===== src/rtl/button_pkg.sv =====
// Shared constants for the four-channel push-button debouncer.
// The defaults give a 10 ms stability window at 100 MHz.
package button_pkg;

    localparam int DEFAULT_STABLE_CYCLES = 1000000;
    localparam int DEFAULT_CNT_W         = 20;
    localparam int N_BTN                 = 4;

endpackage : button_pkg


===== src/rtl/debounce_channel.sv =====
// One debounced button: two-flop synchroniser, stability counter, level and edge pulses.
// A new level is accepted only after it has held for STABLE_CYCLES synchronised cycles.
module debounce_channel
    import button_pkg::*;
#(
    parameter int STABLE_CYCLES = DEFAULT_STABLE_CYCLES,
    parameter int CNT_W         = DEFAULT_CNT_W
) (
    input  logic clk_i,
    input  logic reset_ni,
    input  logic btn_i,
    output logic level_o,
    output logic press_o,
    output logic release_o
);

    localparam logic [CNT_W-1:0] CNT_LAST = CNT_W'(STABLE_CYCLES - 1);

    logic             sync1_q;
    logic             sync2_q;
    logic [CNT_W-1:0] cnt_q,     cnt_d;
    logic             level_q,   level_d;
    logic             press_q,   press_d;
    logic             release_q, release_d;

    // Any sample agreeing with the accepted level discards progress, so bounces restart the window.
    always_comb begin
        cnt_d     = cnt_q;
        level_d   = level_q;
        press_d   = 1'b0;
        release_d = 1'b0;
        if (sync2_q == level_q) begin
            cnt_d = '0;
        end else if (cnt_q == CNT_LAST) begin
            cnt_d     = '0;
            level_d   = sync2_q;
            press_d   = sync2_q;
            release_d = ~sync2_q;
        end else begin
            cnt_d = cnt_q + CNT_W'(1);
        end
    end

    always_ff @(posedge clk_i) begin
        if (!reset_ni) begin
            sync1_q   <= 1'b0;
            sync2_q   <= 1'b0;
            cnt_q     <= '0;
            level_q   <= 1'b0;
            press_q   <= 1'b0;
            release_q <= 1'b0;
        end else begin
            sync1_q   <= btn_i;
            sync2_q   <= sync1_q;
            cnt_q     <= cnt_d;
            level_q   <= level_d;
            press_q   <= press_d;
            release_q <= release_d;
        end
    end

    assign level_o   = level_q;
    assign press_o   = press_q;
    assign release_o = release_q;

endmodule : debounce_channel


===== src/rtl/button_debounce_4ch.sv =====
// Four independent debounce channels between the board buttons and the toggle bank.
// Every channel shares the clock and reset but has no other interaction.
module button_debounce_4ch
    import button_pkg::*;
#(
    parameter int STABLE_CYCLES = DEFAULT_STABLE_CYCLES,
    parameter int CNT_W         = DEFAULT_CNT_W
) (
    input  logic             clk_i,
    input  logic             reset_ni,
    input  logic [N_BTN-1:0] btn_i,
    output logic [N_BTN-1:0] level_o,
    output logic [N_BTN-1:0] press_o,
    output logic [N_BTN-1:0] release_o
);

    for (genvar i = 0; i < N_BTN; i++) begin : g_chan
        debounce_channel #(
            .STABLE_CYCLES (STABLE_CYCLES),
            .CNT_W         (CNT_W)
        ) u_chan (
            .clk_i     (clk_i),
            .reset_ni  (reset_ni),
            .btn_i     (btn_i[i]),
            .level_o   (level_o[i]),
            .press_o   (press_o[i]),
            .release_o (release_o[i])
        );
    end

endmodule : button_debounce_4ch


===== config.mk =====
export PLATFORM = sky130hd
export DESIGN_NAME = button_debounce_4ch
export DESIGN_NICKNAME = d
export VERILOG_FILES = /design/src/rtl/button_pkg.sv /design/src/rtl/debounce_channel.sv /design/src/rtl/button_debounce_4ch.sv
export SDC_FILE = /design/constraint.sdc
export NUM_CORES = 1
export LEC_CHECK = 0
export ABC_CLOCK_PERIOD_IN_PS = 3840
export CAP_MARGIN = 20
export CORE_ASPECT_RATIO = 2
export CORE_UTILIZATION = 52
export CTS_BUF_LIST = sky130_fd_sc_hd__clkbuf_4 sky130_fd_sc_hd__clkbuf_8 sky130_fd_sc_hd__clkbuf_16
export CTS_CLUSTER_SIZE = 25
export DETAILED_ROUTE_END_ITERATION = 6
export DONT_BUFFER_PORTS = 1
export PLACE_DENSITY = 0.78
export RECOVER_POWER = 25
export SLEW_MARGIN = 20
export SYNTH_ARGS = -nofsm -noshare
export SYNTH_HDL_FRONTEND = slang
export SYNTH_SLANG_ARGS = --single-unit

===== constraint.sdc =====
create_clock -name clk_i -period 3.84 [get_ports clk_i]
set_input_delay 0.384 -clock clk_i [delete_from_list [all_inputs] [get_ports clk_i]]
set_output_delay 0.384 -clock clk_i [all_outputs]
set_load 0.02 [all_outputs]

==> Word-level counts from Yosys, hierarchy flattened <==
Index checks and enable logic that the tools add are counted.
{ "totals": {"in_bits": 6, "regBits": 100, "word_cells": 61, "out_inout_bits": 12} }
{ "classes": {"n_reduce_logical": 12, "addsub": 4, "n_bitwise": 13, "n_eq_ne": 8} }
{ "op_table": {"columns": ["cell", "n"], "rows": [
  ["adder 20 x 1 -> 20 bit, second input constant", 4],
  ["== test 20 bit, second input constant", 4],
  ["OR reduction 3 bit", 8],
  ["NOT 1 bit", 13],
  ["AND reduction 2 bit", 4],
  ["== test 1 bit", 4]
]} }

==> Logic depth before layout (Yosys ltp) <==
Gate-level depths: netlist of run 1.
{ "logic_depth": {"depth_word": 3, "ltp_mapped": 6} }

==> Modules after synthesis <==
A second synthesis of run 1 with hierarchy kept.
{ "unflattened": {"cells_unflattened": 496, "area_unflattened_um2": 4309.1} }
{ "by_module_without_submodules": {"columns": ["mod", "n_inst", "area_per_inst_um2", "cells_per_inst", "seq_area_each_um2"], "rows": [
  ["debounce_channel", 4, 1077.3, 124, 500.5]
]} }

==> Worst setup path after synthesis of run 1 <==
Ideal clock, no wire load.
{ "synth_timing": {"kind": "flip-flop to flip-flop", "startpoint": "register g_chan[0].u_chan.cnt_q[2]", "endpoint": "register g_chan[0].u_chan.cnt_q[19]", "setup_ns": 0.066, "slack_ns": 1.948, "arrival_ns": 1.826, "stages_incl_launch_ff": 6, "n_path_buf": 1, "path_cell_list": "dfxtp_1 > nand4_4 > or4_1 > buf_2 > or4_4 > a21oi_2"} }
{ "synth_via": {"elab_chain_len": 2, "elab_cells_between_ends": 3, "cone_classes": "add/sub (1); eq/ne (1); reduce/logical (1)"} }
{ "synth_rtl": {"columns": ["element", "line_no", "source"], "rows": [
  ["start, declared", "debounce_channel.sv:21", "logic [CNT_W-1:0] cnt_q, cnt_d;"],
  ["start signal, assigned", "debounce_channel.sv:55", "cnt_q <= cnt_d;"],
  ["branches (longest 2 deep; another with adder 20 x 1 -> 20 bit)", null, null]
]} }
Parallel ways; which one is timed is not known.
A chain may end at the register's enable or synchronous reset.

==> Final worst setup path of run 1 <==
{ "layout_timing": {"startpoint": "register g_chan[3].u_chan.cnt_q[0]", "endpoint": "register g_chan[3].u_chan.cnt_q[6]"} }
{ "layout_via": {"elab_chain_len": 2, "elab_cells_between_ends": 3, "cone_classes": "add/sub (1); eq/ne (1); reduce/logical (1)"} }
{ "layout_rtl": {"columns": ["element", "line_no"], "rows": [
  ["start, declared", "debounce_channel.sv:21"],
  ["start signal, assigned", "debounce_channel.sv:55"],
  ["branches (longest 2 deep; another with adder 20 x 1 -> 20 bit)", null]
]} }
Parallel ways; which one is timed is not known.

==> qor.csv, run 1 <==
metric,value,unit
reg2reg setup slack,1720,ps
crit share post-route,0.552,
Routed wire per std cell,13.7,um
Via-to-Cell Ratio,5.77,
crit end category,flop,
Ys Warns,0,
global-route wire length before repair,13400,um
RSZ-0062 raised after global routing,false,
cts-stage hold buffer count,0,
power per cell area,423,nW/um^2
required time of the critical path,4040,ps
synthesized instance count,501,
H-tree Lvls,3,
final setup vio count,0,
initial antenna violation count,0,
Mapped Avg Cell Area,8.73,sq um
Clock power frac,0.462,
FILL cells,727,
hold path cells,1,
DPL Wire Length,5780,um
1st-iter DRT viols,211,
#FFs+latches synth,100,
worst reg2reg path startpoint,g_chan[3].u_chan.cnt_q[0],
Slew @ Worst Pin,850,ps
TNS Setup,0,ps
Synth top area share,0.458,
IO Pins,18,
# nets final,496,
"slowest stage cell, crit path",clkbuf_1,
post-synth net total,511,
achievable frequency,0.472,GHz
Max VDD drop,0.238,mV
total CTS buffers,9,
WL final,8060,um
HP Start,reset_ni,
vias in the first global route,3228,
Congestion Overflow GR,0,
placed cell count,573,
CP Data Arrival Time,2310,ps
Crit Path Max Fanout,20,
total power,1.97,mW
Clock transition at path regs,70,ps
Reg area,2000,sq um
critical path class,reg2reg,
clock buffer depth,2,
Die Span X,66.8,um
layout cells sized above 1,0.0530,
Seq pwr share,0.530,
"Setup Fix Bufs, Post-CTS",0,
GRT Util Overall,0.196,
Final Hold Vio Count,0,
"critical path, cell by cell","ha_1, and2_0, nand3_1, o211ai_1, clkbuf_1, nor2_1",
Int Power,1.58,mW
R2R cell count,6,
total clock sinks,100,
fin crit period,2120,ps
synthesized area,4370,sq um
Netlist cell types,34,
effective utilization at floorplan,0.531,
Hold EP,g_chan[2].u_chan.sync1_q,
clk_skew,6.44,ps
Gate power share,0.008,
Max-Cap Viols,0,
core footprint,8230,sq um
outcome,"complete, no violations",
num rows,47,
ANT cells,0,
Placer Congestion,0.834,
Place WS,1770,ps
Post-CTS Resized,0,
Leakage Power,1.37,nW
"Core Util, Final",0.566,
Port Buffers,0,
min setup slack post-route,1720,ps
CTS tree,yes,
1st-pass router iterations,4,
largest net degree at the start of global routing,21,
register area share after synthesis,0.458,
footprint of the multi-input gates,2130,sq um
die area,8800,sq um
Layout area overhead,6.50,%
startpoint type of the worst setup path,flop,
Rel. slew slack,0.433,
P_sw,394,uW
Clock Latency Late Sink,340,ps
Hold Crit Class,in2reg,
Switching Share,0.200,
largest stage delay on the critical path,670,ps
top post-synthesis cells by area,"dfxtp_1 (46%), xnor2_1 (5.6%), nor2_1 (5.5%)",
Worst R2R End,g_chan[3].u_chan.cnt_q[6],
"Slew Viols, Final",0,
total number of vias,3396,
residual DRC count,0,
largest area contributor in the netlist,dfxtp_1,
post-route ant nets,0,
Root Driver,clkbuf_16,
Die H,132,um
Non-Filler Instances,589,
[layout make-up]
type                            count  area share
Timing Repair Buffer                2     0.00242
Clock buffer                       11      0.0529
Sequential cell                   100       0.430
Inverter                           22      0.0177
Clock inverter                      5      0.0132
Multi-Input combinational cell    351       0.458
Tap cell                           98      0.0263
[through the flow]
step                instance area (sq um)  hold WS, ps
detailed placement                   4350          423
CTS                                  4660          154
global route                         4660          151
finish                               4660          163
global placement                     4350          423
floorplan                            4370          412
[state kept, by name, indices dropped and copies added (netlist names)]
| register | count |
|---|---|
| g_chan.u_chan.sync2_q | 4 |
| g_chan.u_chan.sync1_q | 4 |
| g_chan.u_chan.release_o | 4 |
| g_chan.u_chan.level_o | 4 |
| g_chan.u_chan.cnt_q | 80 |
| g_chan.u_chan.press_o | 4 |
[layout by cell type, fill, tap and decap left out, types with 15 or more instances in the layout]
cell type,synthesis,layout
a21oi_1,29,29
dfxtp_1,100,100
inv_1,22,22
nand2_1,28,28
nand3_1,29,29
nand4_1,15,15
nor2_1,64,64
o21ai_0,17,17
or3_1,20,20
or4_1,16,16
xnor2_1,28,28
xor2_1,22,22
[power groups by stage]
stage | Combinational (mW) | Sequential (mW) | Clock [mW]
finish | 0.0152 | 1.05 | 0.912
global route | 0.0172 | 1.04 | 0.973
CTS | 0.0158 | 1.05 | 0.928
detailed placement | 0.0157 | 1.07 | 0
global placement | 0.0154 | 1.07 | 0
floorplan | 0.0138 | 1.07 | 0
[logic make-up (layout without fill, tap and decap cells)]
| kind of cell | count (synthesis) | count (layout) | share of synthesized area |
|---|---|---|---|
| AOI/OAI and AO/OA | 64 | 64 | 0.0850 |
| xor gates and xnor gates | 50 | 50 | 0.100 |
| adders and majority gates | 4 | 4 | 0.0114 |
| buffers and inverters | 50 | 40 | 0.0549 |
| DFF | 100 | 100 | 0.458 |
| and+or+nand+nor | 233 | 233 | 0.291 |
[synth_stat cells]
cell and instances:
a21oi_1 29, a21oi_2 1, a31o_2 4, and2_1 10, and3_1 7, and4_1 8, buf_2 6, buf_4 12
clkbuf_1 10, dfxtp_1 100, ha_1 4, inv_1 22, nand2_1 28, nand2b_1 1, nand3_1 29, nand3_2 1
nand4_1 15, nand4_4 1, nand4b_1 1, nor2_1 64, nor3_1 9, nor3b_1 1, nor4_1 11, nor4b_1 8
o211ai_1 2, o21ai_0 17, o31ai_1 11, or2_2 1, or3_1 20, or4_1 16, or4_4 1, or4b_1 1
xnor2_1 28, xor2_1 22
[worst max-delay path by stage]
stage | start | endpoint | cells past startpoint
3_5_place_dp | g_chan[1].u_chan.cnt_q[8] | g_chan[1].u_chan.cnt_q[5] | 4
3_3_place_gp | g_chan[0].u_chan.cnt_q[2] | g_chan[0].u_chan.cnt_q[19] | 4
6_report | g_chan[3].u_chan.cnt_q[0] | g_chan[3].u_chan.cnt_q[6] | 6
2_1_floorplan | g_chan[0].u_chan.cnt_q[2] | g_chan[0].u_chan.cnt_q[19] | 5
5_1_grt | g_chan[3].u_chan.cnt_q[0] | g_chan[3].u_chan.cnt_q[5] | 6
4_1_cts | g_chan[1].u_chan.cnt_q[8] | g_chan[1].u_chan.cnt_q[5] | 4
[per-layer routing]
layer / GRT usage / wire (um) / vias up
met1: 0.191 / 3280 / 1603
li1: - / - / 1727
met4: 0.102 / 221 / 0
met3: 0.0443 / 253 / 13
met2: 0.360 / 4310 / 53
met5: 0 / 0 / -
[critical path: cells and delay by family, from the launching register on]
kind,cells,cell delay (ps)
and+or+nand+nor,3,450
adders and majority gates,1,260
DFF,1,400
buffers and inverters,1,670
AOI/OAI and AO/OA,1,200
Note: power is estimated with default switching activity, not from simulation.
==> run 2, diff against run 1 <==
Settings changed: ABC_CLOCK_PERIOD_IN_PS 3840 to 2000.
Clock period 3.84 ns to 2 ns, I/O delays scaled along.
==> run 2 against run 1 <==
Net effect: clock-buffer cell count up 1; total power up 100%; utilization up 4.3 points; design area up 7.6%; fmax up 8.4%; die area unchanged; setup slack worse by 1700 ps; critical path type unchanged; final cell count up 6.1%.
==> qor.csv, run 2 (same netlist as run 1, synthesis figures left out) <==
metric,value,unit,change
Slew @ Worst Pin,475,ps,-375 ps
clk_skew,6.94,ps,+0.495 ps
final setup vio count,0,,unchanged
largest stage delay on the critical path,520,ps,-150 ps
CP Data Arrival Time,2190,ps,-120 ps
crit end category,flop,,
Root Driver,clkbuf_16,,
CTS tree,yes,,
Worst Setup SP,g_chan[0].u_chan.cnt_q[13],,
DPL Wire Length,6240,um,+8.0%
Die H,132,um,unchanged
GRT Util Overall,0.217,,+0.0213
register name with the most flops,g_chan.u_chan.cnt_q,,
Placer Congestion,0.891,,+6.8%
effective utilization at floorplan,0.531,,unchanged
total clock sinks,100,,unchanged
1st-iter DRT viols,183,,-13%
Hold Slack,10.1,ps,-153 ps
# nets final,532,,+7.3%
footprint of the multi-input gates,2160,sq um,+1.2%
Port Buffers,0,,unchanged
max reg flops,80,,unchanged
WP depth,6,,unchanged
"Slew Viols, Final",0,,unchanged
critical path class,reg2reg,,
"commonest non-fill, non-tap cell in the layout",dfxtp_1,,
ANT cells,0,,unchanged
reg2reg setup slack,50,ps,-1680 ps
power per cell area,787,nW/um^2,+86%
vias in the first global route,3470,,+7.5%
"critical path, cell by cell","or4b_1, or4_4, o211ai_1, buf_4, clkbuf_4, a21oi_1",,
Clock transition at path regs,70,ps,about the same
H-tree Lvls,3,,unchanged
achievable frequency,0.512,GHz,+8.4%
Clock Latency Late Sink,350,ps,about the same
post-route ant nets,0,,unchanged
crit share post-route,0.977,,+0.426
num rows,47,,unchanged
CP bufs+invs,2,,+1
Layout area overhead,14.6,%,
fin crit period,1950,ps,-164 ps
largest net degree at the start of global routing,21,,unchanged
Reg area,2000,sq um,unchanged
TNS Setup,0,ps,unchanged
Worst R2R End,g_chan[0].u_chan.cnt_q[17],,
FILL cells,699,,-3.9%
Crit Path Max Fanout,6,,-70%
Via-to-Cell Ratio,5.83,,+1.1%
required time of the critical path,2230,ps,-1810 ps
Hold Crit Class,in2reg,,
crit path to,g_chan[0].u_chan.cnt_q[17],,
layout cells sized above 1,0.118,,+0.0647
most frequent cells in the layout,"dfxtp_1 (100), nor2_1 (64), nand3_1 (29), a21oi_1 (29)",,
clock buffer depth,2,,unchanged
startpoint type of the worst setup path,flop,,
total number of vias,3643,,+7.3%
IO Pins,18,,unchanged
Final Hold Vio Count,0,,unchanged
Routed wire per std cell,14.6,um,+6.6%
crit-path leading delay family,simple AND/OR/NAND/NOR gates,,
total CTS buffers,9,,unchanged
core footprint,8230,sq um,unchanged
initial antenna violation count,0,,unchanged
outcome,"complete, no violations",,
"slowest stage cell, crit path",or4b_1,,
R2R cell count,6,,unchanged
residual DRC count,0,,unchanged
global-route wire length before repair,14500,um,+8.4%
Max VDD drop,0.519,mV,+120%
Rel. slew slack,0.681,,+0.247
WL final,9110,um,+13%
RSZ-0062 raised after global routing,true,,
Leakage Power,1.58,nW,+15%
worst reg2reg path startpoint,g_chan[0].u_chan.cnt_q[13],,
1st-pass router iterations,6,,+2
Congestion Overflow GR,0,,unchanged
Max-Cap Viols,0,,unchanged
die area,8800,sq um,unchanged
Die Span X,66.8,um,unchanged
[run 2: cell types whose count changed in the layout (fill, tap and decap cells not counted), sizes merged]
cell,delta
bufinv,+1
clkbuf,+3
dlygate4sd3,+5
clkinvlp,-2
buf,+29
[run 2: final cells by class]
class / count / area share
clock inverters: 4 / 0.0145
well taps: 98 / 0.0245
clock buffers: 12 / 0.0507
repair buffers: 38 / 0.0637
multi-input cells: 351 / 0.431
flip-flops and latches: 100 / 0.400
inverters: 22 / 0.0165
[run 2: timing repair]
action | 4_1_cts | 5_1_grt
endpoints found under the hold margin | 8 | 0
hold buffers | 5 | 0
setup buffers | 0 | 1
resized for setup | 0 | 10
setup endpoints to repair | 0 | 44
[run 2: stage by stage]
stage,utilization,instance area (sq um),total power [mW],setup slack [ps],std cells
CTS,0.604,4970,3.96,19.4,623
floorplan,-,4370,2.08,108,501
global route,0.609,5010,4.05,0.256,625
finish,0.609,5010,3.94,45.1,625
detailed placement,0.558,4600,2.09,31.4,602
global placement,0.558,4600,2.09,120,602
[run 2: how the worst min path moves through the flow]
| stage | start | endpoint | slack [ps] | cells past startpoint |
|---|---|---|---|---|
| after global placement | reset_ni | g_chan[1].u_chan.sync2_q | 330 | 1 |
| final | reset_ni | g_chan[2].u_chan.release_o | 10 | 2 |
| after detailed placement | reset_ni | g_chan[3].u_chan.sync2_q | 330 | 1 |
| after CTS | reset_ni | g_chan[2].u_chan.release_o | 6 | 2 |
| after floorplan | btn_i[0] | g_chan[0].u_chan.sync1_q | 330 | 1 |
| after global routing | reset_ni | g_chan[2].u_chan.release_o | 8 | 2 |
[run 2: layer usage]
layer / share of wire / up-vias / global-route usage
li1: - / 1797 / -
met1: 0.37 / 1725 / 0.204
met2: 0.54 / 83 / 0.386
met3: 0.039 / 38 / 0.0634
met4: 0.052 / 0 / 0.136
met5: 0 / - / 0
[run 2: power breakdown]
| part | leakage [nW] | internal, mW | switching, mW |
|---|---|---|---|
| registers | 0.807 | 2.00 | 0.00593 |
| clock network | 0.160 | 1.16 | 0.729 |
| logic | 0.618 | 0.0230 | 0.0264 |
==> run 3, diff against run 2 <==
Settings changed: CORE_UTILIZATION 52 to 53, PLACE_DENSITY 0.78 to 0.79.
==> run 3 against run 2 <==
Net effect: critical path depth is 1 lower; setup slack better by 48 ps; die area is 1.8% lower; largest power group unchanged.
==> qor.csv, run 3 (same netlist as run 1, synthesis figures left out) <==
metric,value,unit,change
outcome,"complete, no violations",,
CTS tree,yes,,
Congestion Overflow GR,0,,unchanged
clk_skew,6.05,ps,-0.894 ps
Layout area overhead,13.0,%,
total clock sinks,100,,unchanged
crit share post-route,0.954,,-0.0238
Die Span X,66.2,um,-0.92%
total number of vias,3528,,-3.2%
Clock Latency Late Sink,340,ps,about the same
CP bufs+invs,1,,-1
1st-iter DRT viols,211,,+15%
Placer Congestion,0.835,,-6.2%
startpoint type of the worst setup path,flop,,
worst reg2reg path startpoint,g_chan[0].u_chan.cnt_q[13],,
R2R cell count,5,,-1
CP Data Arrival Time,2140,ps,-50 ps
Port Buffers,0,,unchanged
critical path class,reg2reg,,
achievable frequency,0.524,GHz,+2.5%
Die H,130,um,-0.93%
crit-path leading delay family,simple AND/OR/NAND/NOR gates,,
total CTS buffers,9,,unchanged
WL final,8440,um,-7.4%
die area,8640,sq um,-1.8%
fin crit period,1910,ps,-47.6 ps
ANT cells,0,,unchanged
"Slew Viols, Final",0,,unchanged
Hold Crit Class,in2reg,,
H-tree Lvls,3,,unchanged
Clock transition at path regs,60,ps,about the same
crit end category,flop,,
Hold Slack,16.7,ps,+6.59 ps
most frequent cells in the layout,"dfxtp_1 (98), nor2_1 (64), nand3_1 (29), a21oi_1 (29)",,
Max-Cap Viols,0,,unchanged
GRT Util Overall,0.208,,-0.00923
"commonest non-fill, non-tap cell in the layout",dfxtp_1,,
power per cell area,762,nW/um^2,-3.1%
layout cells sized above 1,0.113,,-0.00462
Rel. slew slack,0.635,,-0.0452
Worst R2R End,g_chan[0].u_chan.cnt_q[6],,
TNS Setup,0,ps,unchanged
HP Start,reset_ni,,
post-route ant nets,0,,unchanged
Slew @ Worst Pin,539,ps,+64.6 ps
1st-pass router iterations,4,,-2
initial antenna violation count,0,,unchanged
Hold EP,g_chan[2].u_chan.release_o,,
global-route wire length before repair,14000,um,-3.6%
Routed wire per std cell,13.7,um,-6.3%
clock buffer depth,2,,unchanged
# nets final,528,,-0.75%
register name with the most flops,g_chan.u_chan.cnt_q,,
"critical path, cell by cell","or4b_1, or4_4, o211ai_1, buf_4, nor2_1",,
max reg flops,80,,unchanged
Via-to-Cell Ratio,5.71,,-2.1%
hold path cells,2,,unchanged
core footprint,7940,sq um,-3.5%
largest net degree at the start of global routing,21,,unchanged
RSZ-0062 raised after global routing,true,,
DPL Wire Length,6020,um,-3.4%
IO Pins,18,,unchanged
effective utilization at floorplan,0.551,,+0.0194
required time of the critical path,2230,ps,about the same
Final Hold Vio Count,0,,unchanged
reg2reg setup slack,90,ps,+50 ps
vias in the first global route,3397,,-2.1%
final setup vio count,0,,unchanged
Root Driver,clkbuf_16,,
largest stage delay on the critical path,520,ps,about the same
num rows,46,,-2.1%
residual DRC count,0,,unchanged
"slowest stage cell, crit path",or4b_1,,
Crit Path Max Fanout,11,,+5
Leakage Power,1.55,nW,-2.0%
Max VDD drop,0.606,mV,+17%
run 3: per-stage QoR:
step	cell area, sq um	worst slack (ps)	util	cells	total power, mW
3_3_place_gp	4580	111	0.576	598	2.09
6_report	4940	92.7	0.622	618	3.77
4_1_cts	4920	44.6	0.620	618	3.80
2_1_floorplan	4370	108	-	501	2.08
5_1_grt	4940	-13.2	0.622	618	3.88
3_5_place_dp	4580	47.2	0.576	598	2.09
run 3: layer usage:
layer | routed length [um] | up-vias | GRT usage
li1 | - | 1783 | -
met1 | 3330 | 1662 | 0.204
met2 | 4570 | 63 | 0.386
met3 | 317 | 20 | 0.0503
met4 | 216 | 0 | 0.113
met5 | 0 | - | 0
run 3: power by group:
group / leakage, nW / total (mW) / switching (mW) / internal (mW)
logic: 0.604 / 0.0466 / 0.0253 / 0.0213
clock network: 0.141 / 1.71 / 0.706 / 1.01
registers: 0.808 / 2.01 / 0.00615 / 2.00
total: 1.55 / 3.77 / 0.737 / 3.03
run 3: layout make-up:
| type | count | area, sq um |
|---|---|---|
| fill | 674 | 3000 |
| multi-input combinational | 351 | 2150 |
| sequential | 100 | 2000 |
| timing repair buffer | 34 | 289 |
| clock buffer | 11 | 246 |
| tap | 96 | 120 |
| inverter | 22 | 82.6 |
| clock inverter | 4 | 50.0 |
run 3: how the worst max path moves through the flow:
stage | startpoint | to | slack, ps | cells past startpoint
2_1_floorplan | g_chan[0].u_chan.cnt_q[2] | g_chan[0].u_chan.cnt_q[19] | 110 | 5
3_3_place_gp | g_chan[0].u_chan.cnt_q[13] | g_chan[0].u_chan.cnt_q[8] | 110 | 5
3_5_place_dp | g_chan[3].u_chan.cnt_q[6] | g_chan[3].u_chan.cnt_q[17] | 50 | 4
4_1_cts | g_chan[3].u_chan.cnt_q[6] | g_chan[3].u_chan.cnt_q[17] | 40 | 4
5_1_grt | g_chan[0].u_chan.cnt_q[13] | g_chan[0].u_chan.cnt_q[16] | -10 | 5
6_report | g_chan[0].u_chan.cnt_q[13] | g_chan[0].u_chan.cnt_q[6] | 90 | 5
run 3: what timing repair did:
action | in CTS | in global routing
hold buffers | 5 | 0
endpoints found under the hold margin | 8 | 0
setup buffers | 0 | 0
setup endpoints to repair | 0 | 24
resized for setup | 0 | 7
